===== config.mk =====
export PLATFORM = sky130hd
export DESIGN_NAME = cmd_seq
export DESIGN_NICKNAME = d
export VERILOG_FILES = /design/src/rtl/cmd_seq_pkg.sv /design/src/rtl/tmo_cntr.sv /design/src/rtl/cmd_seq.sv
export SDC_FILE = /design/constraint.sdc
export NUM_CORES = 1
export LEC_CHECK = 0
export BUFFER_PORTS_ARGS = -buffer_cell sky130_fd_sc_hd__buf_2
export CAP_MARGIN = 0
export CORE_AREA = 8 8 87 89
export DETAILED_ROUTE_END_ITERATION = 10
export DIE_AREA = 0 0 95 97
export MAX_ROUTING_LAYER = met4
export PLACE_DENSITY_LB_ADDON = 0.08
export REMOVE_ABC_BUFFERS = 1
export SLEW_MARGIN = 20
export SYNTH_ARGS = -nofsm -noshare
export SYNTH_HDL_FRONTEND = slang
export SYNTH_HIERARCHICAL = 1
export SYNTH_SLANG_ARGS = --single-unit

===== constraint.sdc =====
create_clock -name clk -period 6.3 [get_ports clk]
set_input_delay 1.575 -clock clk [delete_from_list [all_inputs] [get_ports clk]]
set_output_delay 1.575 -clock clk [all_outputs]
set_load 0.05 [all_outputs]

===== src/rtl/cmd_seq_pkg.sv =====
// cmd_seq_pkg: shared states, opcodes and response defaults for the command sequencer.
package cmd_seq_pkg;
    typedef enum logic [2:0] {IDLE, CAL, HDG, MV, SLV} state_t;
    localparam logic [2:0] OP_CAL = 3'd0;
    localparam logic [2:0] OP_HDG = 3'd1;
    localparam logic [2:0] OP_MV = 3'd2;
    localparam logic [2:0] OP_SLV = 3'd3;
    localparam logic [7:0] ACK_DEF = 8'hA5;
    localparam logic [7:0] NAK_DEF = 8'hEE;
endpackage


===== src/rtl/tmo_cntr.sv =====
// tmo_cntr: saturating wait-state counter; expired marks the last allowed cycle.
module tmo_cntr #(
    parameter logic [23:0] TMO_CYCLES = 24'd2_000_000
) (
    input  logic clk,
    input  logic rst,
    input  logic clr,
    input  logic en,
    output logic expired
);
    logic [23:0] cnt;
    assign expired = cnt == TMO_CYCLES - 24'd1;
    always_ff @(posedge clk or posedge rst)
        if (rst) cnt <= '0;
        else if (clr) cnt <= '0;
        else if (en && !expired) cnt <= cnt + 24'd1;
endmodule


===== src/rtl/cmd_seq.sv =====
// cmd_seq: decodes UART commands, starts the matching engine and answers ACK on
// completion or NAK on timeout / unknown opcode.
module cmd_seq
    import cmd_seq_pkg::*;
#(
    parameter logic [23:0] TMO_CYCLES = 24'd2_000_000,
    parameter logic [7:0] ACK = ACK_DEF,
    parameter logic [7:0] NAK = NAK_DEF
) (
    input  logic        clk,
    input  logic        rst,
    input  logic [15:0] cmd,
    input  logic        cmd_rdy,
    output logic        clr_cmd_rdy,
    output logic        send_resp,
    output logic [7:0]  resp,
    output logic        strt_cal,
    input  logic        cal_done,
    output logic        strt_hdg,
    output logic [11:0] dsrd_hdg,
    output logic        strt_mv,
    output logic        stp_lft,
    output logic        stp_rght,
    input  logic        mv_cmplt,
    output logic        strt_slv,
    output logic        cmd_md,
    input  logic        sol_cmplt
);
    state_t state, nxt;
    logic [2:0] op;
    logic [7:0] resp_q;
    logic busy, acc, bad_op, done_ev, expired, tmo_nak, ack_q, unused_cmd;
    assign op = cmd[15:13];
    assign unused_cmd = cmd[12];
    assign busy = state != IDLE;
    // The ACK cycle already lands in IDLE; holding acceptance off keeps send_resp unambiguous.
    assign acc = !rst && state == IDLE && cmd_rdy && !ack_q;
    assign bad_op = acc && op > OP_SLV;
    assign done_ev = state == CAL ? cal_done :
                     (state == HDG || state == MV) ? mv_cmplt :
                     state == SLV ? sol_cmplt : 1'b0;
    assign tmo_nak = busy && expired && !done_ev;
    assign clr_cmd_rdy = acc;
    assign strt_cal = acc && op == OP_CAL;
    assign strt_hdg = acc && op == OP_HDG;
    assign strt_mv = acc && op == OP_MV;
    assign strt_slv = acc && op == OP_SLV;
    assign send_resp = ack_q || tmo_nak || bad_op;
    assign resp = (tmo_nak || bad_op) ? NAK : resp_q;
    always_comb begin
        nxt = state;
        if (acc)
            nxt = op == OP_CAL ? CAL : op == OP_HDG ? HDG : op == OP_MV ? MV : op == OP_SLV ? SLV : IDLE;
        else if (busy && (done_ev || expired))
            nxt = IDLE;
    end
    always_ff @(posedge clk or posedge rst)
        if (rst) begin
            state <= IDLE;
            ack_q <= 1'b0;
            resp_q <= 8'h00;
            dsrd_hdg <= 12'h000;
            stp_lft <= 1'b0;
            stp_rght <= 1'b0;
            cmd_md <= 1'b0;
        end else begin
            state <= nxt;
            ack_q <= busy && done_ev;
            if (busy && done_ev) resp_q <= ACK;
            else if (tmo_nak || bad_op) resp_q <= NAK;
            if (strt_hdg) dsrd_hdg <= cmd[11:0];
            if (strt_mv) {stp_lft, stp_rght} <= cmd[1:0];
            if (strt_slv) cmd_md <= cmd[0];
        end
    tmo_cntr #(.TMO_CYCLES(TMO_CYCLES)) u_tmo (
        .clk(clk),
        .rst(rst),
        .clr(nxt != state),
        .en(busy),
        .expired(expired)
    );
endmodule


==> impl_metrics.py, run 1 <==
metrics = {
    "sta": {
        "max_clock_freq_mhz": 217,
        "period_minus_slack_ns": 4.61,
        "fin_ws_ns": 1.69,
        "slew_headroom_pct": 28.6,
        "hold_viol_final": 0,
        "drv_slew": 0,
        "fin_skew_ns": 0.0128,
        "setup_tns_ns": 0,
        "setup_viol": 0,
        "min_period_over_period_pct": 73.1,
        "worst_pin_slew_ns": 1.07,
        "rsz0062_at_grt": "false",
    },
    "power_and_ir_drop": {
        "seqPwrFrac_pct": 36.3,
        "vdd_drop_max_uv": 249,
        "p_int_mw": 0.640,
        "combPwrFrac_pct": 47.4,
        "p_clk_share_pct": 16.2,
        "switching_power_mw": 0.608,
        "p_per_area_nw_per_um2": 410,
        "swShare_pct": 48.7,
        "p_leak_nw": 1.44,
    },
    "logic_synthesis": {
        "synth_warnings": 6,
        "post_synth.cell_area_avg_um2": 10.6,
        "synth_edf_count": 0,
        "netlist_instances": 256,
        "synth.distinct_cells": 53,
        "netlist_area_um2": 2710,
        "ys.flop_type": "dfrtp_1",
        "ys_seq_area_share_pct": 47.1,
        "ys_seq_elements": 51,
        "ys_async_sr_fraction_pct": 100,
    },
    "flow_run": {
        "cap_viol_max_count": 0,
    },
    "placement": {
        "dp_hpwl_um": 4050,
        "portBuffers": 49,
        "placed_cell_area_um2": 2940,
        "place.gp.congestion": 0.726,
        "place_ws_ns": 1.68,
    },
    "critical_path": {
        "cp.arrival_ns": 3.03,
        "reg2reg_to": "u_tmo/cnt[11]",
        "regToRegSetupSlack_ns": 3.08,
        "crit_fanout": 16,
        "r2r-start": "state[2]",
        "crit_end": "resp[4]",
        "startpoint": "sol_cmplt",
        "path_class": "in2out",
        "start_kind": "input port",
        "cp-end-kind": "output port",
        "r2r_cells": 6,
        "cp.required_ns": 4.72,
    },
    "clock_tree": {
        "cts_hold_buf": 0,
        "cts_htree_levels": 2,
        "clkTransAtPathRegs_ns": 0.10,
        "cts_tree": "done",
        "numCtsBuffers": 5,
        "clock_latency_ns": 0.31,
        "cts_resized": 0,
        "cts_root_buf": "clkbuf_8",
        "clkSinkCount": 51,
        "cts_setup_buffers": 0,
        "cts.path.max_buffers": 2,
    },
    "floorplan": {
        "ios": 51,
        "row_count": 29,
        "die_area_um2": 9220,
        "dieWidth_um": 95,
        "dieHeight_um": 97,
        "initial_core_util_pct": 43.7,
        "core_area_um2": 6200,
    },
    "routing": {
        "drt_wl_total_um": 5710,
        "vias": 2043,
        "drt-pass1-iter-count": 4,
        "viasPerCell": 5.40,
        "drcViolationCount": 0,
        "drtAntennaViolNets": 0,
        "wl_per_cell_um": 15.1,
        "drtIter0Drc": 54,
    },
    "finish": {
        "design_area_um2": 3040,
        "diodes": 0,
        "regArea_um2": 1280,
        "multi_input_area_um2": 1270,
        "synthToLayoutAreaGrowth_pct": 12.1,
        "final_cell_mix": "dfrtp_1, buf_2, a21oi_1, nor2_1",
        "nFillCells": 581,
        "final_nets": 323,
        "layout-drive-gt1-share_pct": 29.2,
        "layout_commonest_cell": "dfrtp_1",
    },
    "global_route": {
        "grt_pass1_wl_um": 9890,
        "grt_pass1_vias": 2062,
        "antenna_found_initial": 0,
        "gr-total-overflow": 0,
        "grt_usage_pct": 13.3,
        "grt_max_degree": 28,
    },
    "min_path": {
        "hold_path.class": "reg2reg",
    },
    "status": {
        "status": "finished clean",
    },
}
-- power groups by stage --
stage	Combinational [mW]	Sequential, mW	Clock [mW]
after CTS	0.600	0.452	0.215
after floorplan	0.300	0.612	0
after global placement	0.596	0.457	0
final	0.592	0.453	0.203
after detailed placement	0.598	0.459	0
after global routing	0.635	0.466	0.225
-- per-stage QoR --
stage	hold WS [ns]	instances	util, %	total power [mW]
after floorplan	0.440	244	-	0.912
after global placement	0.455	370	47.4	1.05
after detailed placement	0.457	370	47.4	1.06
after CTS	0.485	378	49.0	1.27
after global routing	0.511	378	49.0	1.33
final	0.484	378	49.0	1.25
-- cell families (layout without fill, tap and decap cells) --
group / count (synthesis) / count (layout) / synth area share, %
adder cells (fa/ha/maj): 1 / 1 / 0.461
flip-flops: 51 / 51 / 47.1
AND/OR/NAND/NOR: 104 / 104 / 24.2
AO/OA/AOI/OAI: 43 / 43 / 9.60
multiplexers: 17 / 17 / 8.40
buffers and inverters: 27 / 72 / 6.09
XOR/XNOR: 13 / 13 / 4.20
-- metal layers --
metal | up-vias | wire length [µm] | track usage [%]
li1 | 1015 | - | -
met1 | 979 | 2740 | 17.4
met2 | 43 | 2500 | 19.8
met3 | 6 | 416 | 3.55
met4 | 0 | 53 | 3.85
met5 | - | 0 | -
-- cells in the mapped netlist, drive strengths merged (4+ instances only) --
cell     n  share of area, %
dfrtp   51                47
a21oi   18               3.3
nor2    18               2.5
mux2    16               8.0
inv     15               2.1
nand2   13               1.9
nand3   13               2.8
nor3    12               2.4
o21ai   10               1.8
xnor2    9               2.9
buf      8               2.7
nand4    8               2.1
nor4     6               1.8
or3      6               1.4
and3     5               1.4
nand3b   5               1.4
nor4b    5               2.2
a21o     4               1.1
clkbuf   4               1.3
xor2     4               1.3
-- registers in the layout (all words and copies together) (netlist names) --
name / flops
stp_lft: 1
stp_rght: 1
cmd_md: 1
dsrd_hdg: 12
ack_q: 1
u_tmo/cnt: 24
resp_q: 8
state: 3
-- final cells by class --
class | instances | area share [%]
Sequential cell | 51 | 42.0
Inverter | 15 | 1.85
Tap cell | 77 | 3.17
Clock inverter | 3 | 0.865
Timing Repair Buffer | 49 | 8.07
Clock buffer | 5 | 2.26
Multi-Input combinational cell | 178 | 41.8
-- worst max-delay path, cell delays in order --
cell and delay, ns:
buf_2 0.07, or3b_1 0.36, a22o_1 0.34, inv_2 0.24, o211a_1 0.19, buf_2 0.25
-- how the worst min path moves through the flow --
stage	slack (ns)	endpoint	cells after the start	from
after floorplan	0.44	resp_q[2]	1	resp_q[2]
after detailed placement	0.46	resp_q[5]	1	resp_q[5]
final	0.48	resp_q[5]	1	resp_q[5]
after global routing	0.51	resp_q[5]	1	resp_q[5]
after global placement	0.46	resp_q[5]	1	resp_q[5]
after CTS	0.49	resp_q[7]	1	resp_q[7]
Power figures use the tool's default switching activity.
==> run 2: changes to the inputs <==
- clock period: 6.3 -> 4.2 ns (I/O delays scaled with it)
==> impl_metrics.py, run 2 (synthesized netlist as in run 1, its figures left out) <==
metrics = {
    "status": {
        "status": "finished clean",
    },
    "global_route": {
        "gr-total-overflow": 0,
        "grt_usage_pct": 13.2,
        "grt_max_degree": 28,
        "antenna_found_initial": 0,
        "grt_pass1_wl_um": 9810,
        "grt_pass1_vias": 2016,
    },
    "power_and_ir_drop": {
        "vdd_drop_max_uv": 339,
        "power_mw": 1.94,
        "p_leak_nw": 1.47,
        "p_clk_share_pct": 17.5,
        "seqPwrFrac_pct": 35.0,
        "p_int_mw": 1.04,
        "p_per_area_nw_per_um2": 629,
        "swShare_pct": 46.4,
        "combPwrFrac_pct": 47.5,
        "switching_power_mw": 0.898,
    },
    "critical_path": {
        "worstPathCellList": "buf_2 > or3b_1 > a22o_1 > inv_2 > o211a_1 > buf_2",
        "cp.arrival_ns": 2.50,
        "cp.required_ns": 3.15,
        "crit_fanout": 16,
        "path_common_cell": "buf_2",
        "cp-end-kind": "output port",
        "cp_slowest_stage_delay_ns": 0.36,
        "slowest_stage": "or3b_1",
        "path_class": "in2out",
        "start_kind": "input port",
    },
    "sta": {
        "min_period_over_period_pct": 84.5,
        "setup_tns_ns": 0,
        "slew_headroom_pct": 38.7,
        "max_clock_freq_mhz": 282,
        "worst_pin_slew_ns": 0.918,
        "setup_viol": 0,
        "drv_slew": 0,
        "hold_viol_final": 0,
        "fin_skew_ns": 0.00685,
        "rsz0062_at_grt": "false",
        "worst_hold_slack_ns": 0.488,
        "period_minus_slack_ns": 3.55,
    },
    "finish": {
        "reg.largest.list": "u_tmo/cnt: 24 flops, dsrd_hdg: 12 flops, resp_q: 8 flops",
        "final_nets": 326,
        "design_area_um2": 3080,
        "final_cell_mix": "dfrtp_1, buf_2, a21oi_1, nor2_1, inv_1",
        "layout-drive-gt1-share_pct": 29.9,
        "largest_reg_flops": 24,
        "diodes": 0,
        "synthToLayoutAreaGrowth_pct": 13.6,
        "layout_commonest_cell": "dfrtp_1",
        "top_register": "u_tmo/cnt",
    },
    "flow_run": {
        "cap_viol_max_count": 0,
    },
    "clock_tree": {
        "cts_setup_buffers": 0,
        "cts_hold_buf": 0,
        "cts_resized": 0,
        "clock_latency_ns": 0.30,
        "cts.path.max_buffers": 2,
        "clkSinkCount": 51,
        "cts_root_buf": "clkbuf_8",
        "numCtsBuffers": 5,
        "cts_tree": "done",
        "clkTransAtPathRegs_ns": 0.09,
        "cts_htree_levels": 2,
    },
    "placement": {
        "dp_hpwl_um": 4210,
        "placed_cell_area_um2": 2970,
        "portBuffers": 49,
        "place.gp.congestion": 0.748,
    },
    "floorplan": {
        "initial_core_util_pct": 43.7,
        "dieWidth_um": 95,
        "ios": 51,
        "dieHeight_um": 97,
        "core_area_um2": 6200,
        "die_area_um2": 9220,
        "row_count": 29,
    },
    "routing": {
        "drcViolationCount": 0,
        "drt-pass1-iter-count": 4,
        "vias": 2041,
        "drtAntennaViolNets": 0,
        "viasPerCell": 5.36,
        "drtIter0Drc": 46,
        "wl_per_cell_um": 15.0,
        "drt_wl_total_um": 5700,
    },
    "min_path": {
        "hold_path.class": "reg2reg",
    },
}
==> run 2: cell types whose count changed in the layout (fill, tap and decap cells not counted) <==
cell       change
clkinv_2       +1
buf_4          +3
bufinv_16      +1
inv_1          +1
clkinv_1       -1
inv_6          -2
==> run 2: power groups by stage <==
stage          combinational (mW)  sequential [mW]  clock, mW
4_1_cts                     0.932            0.679      0.355
3_3_place_gp                0.924            0.684          0
6_report                    0.920            0.679      0.339
3_5_place_dp                0.929            0.689          0
5_1_grt                     0.992            0.698      0.370
2_1_floorplan               0.450            0.918          0
==> run 2: worst paths after layout <==
path / start / end / slack (ns) / cells after the start
max in group asynchronous: rst / u_tmo/cnt[17] / 2.63 / 2
setup reg to reg: u_tmo/cnt[0] / u_tmo/cnt[22] / 1.55 / 9
hold reg to reg: resp_q[2] / resp_q[2] / 0.49 / 1
min in group asynchronous: rst / ack_q / 0.85 / 2
setup / recovery: sol_cmplt / resp[0] / 0.65 / 6
hold / removal: resp_q[2] / resp_q[2] / 0.49 / 1
==> run 2: metal layers <==
layer | track usage (%) | wire length, µm | up-vias
met5 | - | 0 | -
met3 | 3.40 | 390 | 6
met1 | 17.1 | 2630 | 981
met2 | 20.2 | 2620 | 39
met4 | 2.88 | 55 | 0
li1 | - | - | 1015
==> run 2: metrics by stage <==
stage | instances | worst slack (ns) | util, %
floorplan | 244 | 0.323 | -
global placement | 373 | 0.649 | 47.8
detailed placement | 373 | 0.648 | 47.8
CTS | 381 | 0.631 | 49.6
global route | 381 | 0.563 | 49.6
finish | 381 | 0.649 | 49.6
==> run 2: final cells by class <==
class	instances	area, µm²
fillers	586	3130
flip-flops and latches	51	1280
multi-input cells	178	1270
inverters	15	56.3
clock inverters	3	43.8
repair buffers	52	268
clock buffers	5	68.8
well taps	77	96.3
==> run 2: critical path, delay by kind of cell <==
kind | cells | cell delay [ns]
buffers and inverters | 3 | 0.57
AND/OR/NAND/NOR | 1 | 0.36
AO/OA/AOI/OAI | 2 | 0.52
